`config.mk`:
```
export PLATFORM = sky130hd
export DESIGN_NAME = softmax_out_writer
export DESIGN_NICKNAME = d
export VERILOG_FILES = /design/src/rtl/softmax_out_writer.sv
export SDC_FILE = /design/constraint.sdc
export NUM_CORES = 1
export LEC_CHECK = 0
export ABC_AREA = 0
export CAP_MARGIN = 20
export CORE_ASPECT_RATIO = 1.5
export CORE_UTILIZATION = 43
export DETAILED_ROUTE_END_ITERATION = 8
export GPL_ROUTABILITY_DRIVEN = 0
export MAX_ROUTING_LAYER = met4
export PLACE_DENSITY = 0.65
export SYNTH_ARGS = -nofsm -noshare
export SYNTH_HDL_FRONTEND = slang
export SYNTH_SLANG_ARGS = --single-unit
```
`constraint.sdc`:
```
create_clock -name clk -period 7.1 [get_ports clk]
set_clock_uncertainty 0.1 [all_clocks]
set_input_delay 0.71 -clock clk [delete_from_list [all_inputs] [get_ports clk]]
set_output_delay 0.71 -clock clk [all_outputs]
set_load 0.01 [all_outputs]
```
`src/rtl/softmax_out_writer.sv`:
```
// Output writer for the softmax engine: packs four result lanes per valid cycle
// into one memory word and streams the words through a small FIFO to a ready-gated write port.
module softmax_out_writer #(
  parameter int DATAWIDTH  = 16,
  parameter int NUM        = 4,
  parameter int ADDRSIZE   = 8,
  parameter int FIFO_DEPTH = 4
) (
  input  logic                    clk,
  input  logic                    reset,
  input  logic                    arm,
  input  logic [ADDRSIZE-1:0]     out_start_addr,
  input  logic [ADDRSIZE-1:0]     out_end_addr,
  input  logic                    in_valid,
  input  logic [DATAWIDTH-1:0]    in_data0,
  input  logic [DATAWIDTH-1:0]    in_data1,
  input  logic [DATAWIDTH-1:0]    in_data2,
  input  logic [DATAWIDTH-1:0]    in_data3,
  output logic                    wr_en,
  output logic [ADDRSIZE-1:0]     wr_addr,
  output logic [DATAWIDTH*NUM-1:0] wr_data,
  input  logic                    wr_ready,
  output logic                    busy,
  output logic                    complete,
  output logic [ADDRSIZE:0]       count,
  output logic                    overflow,
  output logic                    addr_err
);

  localparam int WORD_W = DATAWIDTH * NUM;
  localparam int PTR_W  = $clog2(FIFO_DEPTH);

  typedef enum logic [2:0] {IDLE, ARMED, STREAM, DRAIN, DONE} state_t;

  state_t state, state_next;

  logic [WORD_W-1:0]   fifo_mem [FIFO_DEPTH];
  logic [PTR_W:0]      wr_ptr, rd_ptr;
  logic                fifo_empty, fifo_full;
  logic [ADDRSIZE:0]   addr_cnt;
  logic [ADDRSIZE-1:0] end_addr;
  logic                past_end, pop, push_req, push;
  logic [WORD_W-1:0]   in_word;

  assign in_word    = {in_data3, in_data2, in_data1, in_data0};
  assign fifo_empty = (wr_ptr == rd_ptr);
  assign fifo_full  = (wr_ptr[PTR_W] != rd_ptr[PTR_W]) &&
                      (wr_ptr[PTR_W-1:0] == rd_ptr[PTR_W-1:0]);

  // The counter is one bit wider than the address so "one past the end" never wraps to zero.
  assign past_end = (addr_cnt > {1'b0, end_addr});
  assign pop      = !fifo_empty && (past_end || wr_ready);
  assign push_req = in_valid && ((state == ARMED) || (state == STREAM));
  assign push     = push_req && (!fifo_full || pop);

  assign wr_en    = !fifo_empty && !past_end;
  assign wr_addr  = addr_cnt[ADDRSIZE-1:0];
  assign wr_data  = fifo_empty ? '0 : fifo_mem[rd_ptr[PTR_W-1:0]];
  assign busy     = (state != IDLE);
  assign complete = (state == DONE);

  always_comb begin
    state_next = state;
    case (state)
      IDLE:    if (arm)        state_next = ARMED;
      ARMED:   if (in_valid)   state_next = STREAM;
      STREAM:  if (!in_valid)  state_next = DRAIN;
      DRAIN:   if (fifo_empty) state_next = DONE;
      DONE:                    state_next = IDLE;
      default:                 state_next = IDLE;
    endcase
  end

  always_ff @(posedge clk) begin
    if (reset) state <= IDLE;
    else       state <= state_next;
  end

  // Storage has no reset; the pointers alone define what is valid.
  always_ff @(posedge clk) begin
    if (push) fifo_mem[wr_ptr[PTR_W-1:0]] <= in_word;
  end

  always_ff @(posedge clk) begin
    if (reset) begin
      wr_ptr   <= '0;
      rd_ptr   <= '0;
      addr_cnt <= '0;
      end_addr <= '0;
      count    <= '0;
      overflow <= 1'b0;
      addr_err <= 1'b0;
    end else begin
      if (push) wr_ptr <= wr_ptr + 1'b1;
      if (pop)  rd_ptr <= rd_ptr + 1'b1;
      if ((state == IDLE) && arm) begin
        addr_cnt <= {1'b0, out_start_addr};
        end_addr <= out_end_addr;
        count    <= '0;
        overflow <= 1'b0;
        addr_err <= 1'b0;
      end else begin
        if (pop && !past_end) begin
          if (addr_cnt != '1) addr_cnt <= addr_cnt + 1'b1;
          count <= count + 1'b1;
        end
        if (pop && past_end)     addr_err <= 1'b1;
        if (push_req && !push)   overflow <= 1'b1;
      end
    end
  end

endmodule
```
# Yosys cells after proc, flatten, opt, wreduce, memory -nomap -nowiden
# Memory sizes are Yosys's and may differ from the RTL's. A register that Yosys moved wholly into a read port is not among the register bits.
# Cells that the tools add are included.
[totals] register_bits=37 ramBits=256 in_bits=85 output_inout_bits=86 elab_cells=64 mem_count=1
[memory_table] name="fifo_mem" words=4 width=64 read_ports=1 rd_clocked_by_memory_dff=1 wr=1 line="37" source="logic [WORD_W-1:0] fifo_mem [FIFO_DEPTH];"
[classes] add_sub_neg=4 order_cmp=1 eq_ne=12 n_mux=13 n_reduce_logical=24
[op_table] operator="two-way mux 64 bit" n=1
[op_table] operator="two-way mux 8 bit" n=3
[op_table] operator="adder 9 x 1 -> 9 bit, second input constant" n=2
[op_table] operator="two-way mux 3 bit" n=4
[op_table] operator="case mux 3 bit (4 select lines)" n=1
[op_table] operator="greater-than comparator 9 x 8 -> 1 bit" n=1
[op_table] operator="logical AND 1 bit" n=9
[op_table] operator="inequality test 9 bit, second input constant" n=1
[op_table] operator="inequality test 2 bit, second input constant" n=4
[op_table] operator="adder 3 x 1 -> 3 bit, second input constant" n=2
[op_table] operator="equality test 3 x 2 -> 1 bit, second input constant" n=2
[op_table] operator="zero test 1 bit" n=4
[op_table] operator="two-way mux 2 bit" n=2
[op_table] operator="AND reduction 2 bit" n=2
[op_table] operator="AND reduction 4 bit" n=1
[op_table] operator="nonzero test 2 bit" n=2
[op_table] operator="equality test 3 x 1 -> 1 bit, second input constant" n=1
[op_table] operator="equality test 3 bit" n=1
[op_table] operator="equality test 3 bit, second input constant" n=1
[op_table] operator="zero test 3 bit" n=1
[op_table] operator="logical OR 1 bit" n=3
[op_table] operator="nonzero test 3 bit" n=1
[op_table] operator="equality test 2 bit" n=1
[op_table] operator="two-way mux 1 bit" n=2
[op_table] operator="2 further kinds" n=2

# Longest topological paths before layout
[depth] ltp_word=7 mapped_depth=9 ltp_nobuf=8

# Worst setup path after synthesis
# OpenSTA, ideal clock, no wires.
[synth_timing] path_type="register to register" start="register end_addr[7]" end="register wr_ptr[2]" setup_time_ns=0.074 arrival_ns=4.953 required_ns=6.926 slack_ns=1.973 stages_incl_launch_ff=8 n_path_buf=0 synth_period_minus_slack_ns=5.127 path_cell_list="dfxtp_1 -> inv_1 -> ha_1 -> and4b_1 -> or3b_1 -> o211ai_1 -> a21oi_1 -> mux2_2"
[synth_via] elab_chain_cells=5
[synth_rtl] element="start, declared" line="41" source="logic [ADDRSIZE-1:0] end_addr;"
[synth_rtl] element="start signal, assigned" line="98" source="end_addr <= out_end_addr;"
[synth_rtl] element="greater-than comparator 9 x 8 -> 1 bit" line="51" source="assign past_end = (addr_cnt > {1'b0, end_addr});"
[synth_rtl] element="logical OR 1 bit" line="52" source="assign pop = !fifo_empty && (past_end || wr_ready);"
[synth_rtl] element="logical AND 1 bit" line="52"
[synth_rtl] element="logical OR 1 bit" line="54" source="assign push = push_req && (!fifo_full || pop);"
[synth_rtl] element="logical AND 1 bit" line="54"
[synth_rtl] element="end signal, assigned" line="94" source="if (push) wr_ptr <= wr_ptr + 1'b1;"
[synth_rtl] element="end, declared" line="38" source="logic [PTR_W:0] wr_ptr, rd_ptr;"
# No other way between the ends.
# A chain may end at the register's enable or synchronous reset.

==> impl_summary.txt <==
----------------------------------------------------
[Timing]
  Total negative slack for setup checks ... 0 ns
  Worst rel slew slack ... 0.301
  Final worst hold slack ... 0.364 ns
  Worst Max-Slew Pin Slew ... between 1 and 1.5 ns
  Setup-violating endpoint count in the final report ... 0
  Setup repair after global routing missed its margin ... no
  Worst-case setup margin in the final layout ... 2.96 ns
  Final Hold Vio Count ... 0
  Post-route clock period utilization ... 0.583
  Max-slew violation total from the final report ... 0
  Crit path time final ... around 4.1 ns
  Highest clock frequency the design can meet ... 242 MHz

[Drt]
  Sum of routed wire length over all layers ... 25000 µm
  Via density per instance ... 5.43
  Routed wire per std cell ... 20.8 µm
  Final routed DRC violation total ... 0
  Violation count after the first detailed-route iteration ... 336
  Initial DRT Pass Iterations ... 4
  Antenna-violating nets left ... 0
  Vias after detailed routing ... 6525

[Clocking]
  Post-cts repair resize count ... 0
  Deepest level of the CTS H-tree ... 1
  CTS tree ... built
  Register clock-pin slew on the reported worst setup and hold paths ... 0.06 ns
  CTS max path bufs ... 3
  Clock root cell ... sky130_fd_sc_hd__clkbuf_16
  Clock network latency to the later pin of the worst-skew pair ... 0.55 ns
  Count of buffers added by post-CTS timing repair for setup ... 0
  Total of hold buffers inserted after clock tree synthesis ... 0
  Number of CTS-inserted buffers ... 29
  Number of sinks handled by clock tree synthesis ... 295

[Synth]
  Area of the mapped netlist ... 0.0119 mm²
  Primary FF master, synth ... sky130_fd_sc_hd__edfxtp_1
  Post-synthesis share of cell area spent on full adders, half adders and majority gates ... 0.0169
  Number of register bits inferred by synthesis ... 295
  Area share of the largest cell type after synthesis ... 0.648
  Count of unique library cells instantiated by Yosys ... 48
  Total nets after synthesis ... 774
  Fraction of the mapped netlist area in compound gates ... 0.0347
  Synthesized area per cell ... 17.6 µm²
  Number of cells produced by synthesis ... 673
  Synth top area cells ... sky130_fd_sc_hd__edfxtp_1, sky130_fd_sc_hd__mux4_2, sky130_fd_sc_hd__dfxtp_1
  Fraction of the yosys area taken by sequential cells ... 0.714
  Basic-gate share of the synthesized area counting and, or, nand and nor cells ... 0.0809
  Fraction of synthesized area in multiplexers ... 0.128
  Combinational family with the most area after synthesis ... multiplexers
  Cell type with the largest total area after synthesis ... sky130_fd_sc_hd__edfxtp_1
  Syn. warnings ... 0
  Share of flip-flops with an asynchronous set or reset after synthesis ... 0
  Synth Area in XOR/XNOR ... 0.00295
  EDFF count, synth ... 256

[Worst setup path]
  Critical path required time ... roughly 6.3 ns
  Cell count of the worst reg-to-reg path ... 7
  Critical Path Fanout Max ... 33
  Critical setup path kind ... flop to output pin
  Slowest-stage cell, CP ... sky130_fd_sc_hd__dfxtp_4
  Critical Path AT ... 3.33 ns
  Crit end category ... output pin
  Critical Path Source Type ... flop
  Critical path's largest stage delay ... 0.80 ns
  Cells along the critical path ... buf_4, mux4_2, and2_1, clkdlybuf4s50_1

[Power and ir drop]
  Power density over the cells ... around 300 mW/mm²
  Overall power after layout ... 4.49 mW
  Worst-case vdd ir drop ... 236 µV
  P_leak ... 4.72 nW

[Die]
  Floorplan die area ... 0.0283 mm²
  CORE AREA ... 0.0272 mm²
  Placement row count ... 74
  Initial standard-cell utilization of the core ... 0.436
  Number of top-level design ports ... 171
  Floorplan die height ... 205 µm
  Die boundary width ... 138 µm

[Final layout]
  Final Util ... 0.542
  Filler instances ... 2193
  Fin nets ... roughly 940
  Post-synthesis to final-layout area growth ... 24.3%
  Final non-filler cell total ... around 1200
  Post-Layout Inst Area ... 0.0148 mm²
  Share of layout cells above drive strength 1 ... 0.138

[Global routing]
  Pin count of the biggest net entering global routing ... 66
  Via count of the first global-routing pass ... 7044
  Congestion Overflow GR ... 0
  Initial antenna violation count ... 2
  Total routing resource utilization after global routing ... 0.187
  First-pass GRT wire length ... 38600 µm

[Run]
  Count of max-cap constraint violations ... 0

[Hold path]
  Hold crit path type ... flop to flop
  Hold Path Depth ... 2

[Placement]
  DP Worst Slack ... 3.38 ns
  Placed cell count ... between 1000 and 1500
  Number of buffer cells added on primary ports ... 170
  Placed standard-cell area ... roughly 0.014 mm²
  Post-DP HPWL ... 15200 µm

[Outcome]
  Outcome ... finished, final reports clean

----------------------------------------------------
-- cell usage in the layout (no fill, tap or decap), types with 3 or more instances in the layout --
master and count:
sky130_fd_sc_hd__clkbuf_1 3, sky130_fd_sc_hd__dfxtp_1 37, sky130_fd_sc_hd__nand3_1 8, sky130_fd_sc_hd__a311oi_1 8
sky130_fd_sc_hd__clkbuf_16 29, sky130_fd_sc_hd__a21oi_1 23, sky130_fd_sc_hd__clkdlybuf4s50_1 170, sky130_fd_sc_hd__clkinv_1 8
sky130_fd_sc_hd__mux4_2 64, sky130_fd_sc_hd__nor3_1 3, sky130_fd_sc_hd__xnor2_1 3, sky130_fd_sc_hd__ha_1 16
sky130_fd_sc_hd__nor2_1 20, sky130_fd_sc_hd__and3_1 5, sky130_fd_sc_hd__and2_1 66, sky130_fd_sc_hd__o31ai_1 13
sky130_fd_sc_hd__buf_4 4, sky130_fd_sc_hd__nand2b_1 5, sky130_fd_sc_hd__and2_4 3, sky130_fd_sc_hd__o21ai_0 5
sky130_fd_sc_hd__or4_1 12, sky130_fd_sc_hd__or3_1 3, sky130_fd_sc_hd__inv_1 15, sky130_fd_sc_hd__clkinv_2 5
sky130_fd_sc_hd__nand4_1 4, sky130_fd_sc_hd__nand2_1 26, sky130_fd_sc_hd__edfxtp_1 256, sky130_fd_sc_hd__mux2i_1 3
-- where the power goes --
part           switching (mW)  internal (mW)
clock                   0.619          0.812
sequential             0.0836           1.95
combinational           0.465          0.556
total                    1.17           3.32
-- kinds of logic (layout without fill, tap and decap cells) --
kind of cell | after synthesis | after routing
buffers and inverters | 57 | 241
other | 0 | 2
DFF | 295 | 295
and+or+nand+nor | 168 | 168
AOI/OAI and AO/OA | 62 | 62
xor gates and xnor gates | 4 | 4
muxes | 71 | 71
adders and majority gates | 16 | 16
-- state kept, by name, summed over array words and instances, names as in the netlist, named ones only --
register / flops
wr_ptr: 3
overflow: 1
count: 9
addr_cnt: 9
end_addr: 8
state: 3
addr_err: 1
rd_ptr: 3
fifo_mem: 256
-- metal layers --
| layer | routed length [µm] | track usage | up-vias |
|---|---|---|---|
| li1 | - | - | 2980 |
| met1 | 9520 | 0.204 | 3316 |
| met2 | 13600 | 0.336 | 183 |
| met3 | 1360 | 0.0374 | 46 |
| met4 | 538 | 0.0620 | 0 |
| met5 | 0 | - | - |
-- path summary, 6_finish.rpt --
kind	from	endpoint	slack [ns]
max	flop	wr_data[35]	2.96
min	end_addr[5]	end_addr[5]	0.36
max reg2reg	addr_cnt[4]	fifo_mem[2][24]	3.86
min reg2reg	end_addr[5]	end_addr[5]	0.36
-- synthesized netlist by cell type (6+ instances only) --
library cell / count
sky130_fd_sc_hd__or4_1: 12
sky130_fd_sc_hd__dfxtp_1: 39
sky130_fd_sc_hd__nand2_1: 26
sky130_fd_sc_hd__buf_2: 6
sky130_fd_sc_hd__nand3_1: 8
sky130_fd_sc_hd__clkbuf_1: 23
sky130_fd_sc_hd__o31ai_1: 13
sky130_fd_sc_hd__buf_4: 11
sky130_fd_sc_hd__ha_1: 16
sky130_fd_sc_hd__a21oi_1: 24
sky130_fd_sc_hd__nor2_1: 20
sky130_fd_sc_hd__mux4_2: 64
sky130_fd_sc_hd__inv_1: 15
sky130_fd_sc_hd__and2_1: 69
sky130_fd_sc_hd__edfxtp_1: 256
sky130_fd_sc_hd__a311oi_1: 8
-- critical path: cells and delay by family, from the launching register on --
kind / cells / cell delay [ns]
AND/OR/NAND/NOR: 1 / 0.19
buffers and inverters: 2 / 1.18
flip-flops: 1 / 0.80
multiplexers: 1 / 0.61
-- layout make-up --
cell class / count / area, µm² / area share
clock buffers: 32 / 737 / 0.0499
clock inverters: 18 / 136 / 0.00924
repair buffers: 176 / 1770 / 0.120
inverters: 15 / 56.3 / 0.00382
multi-input cells: 321 / 3140 / 0.213
well taps: 342 / 428 / 0.0290
flip-flops and latches: 295 / 8480 / 0.574
diodes: 2 / 5.00 / 0.000339
(Power assumes the default switching activity.)
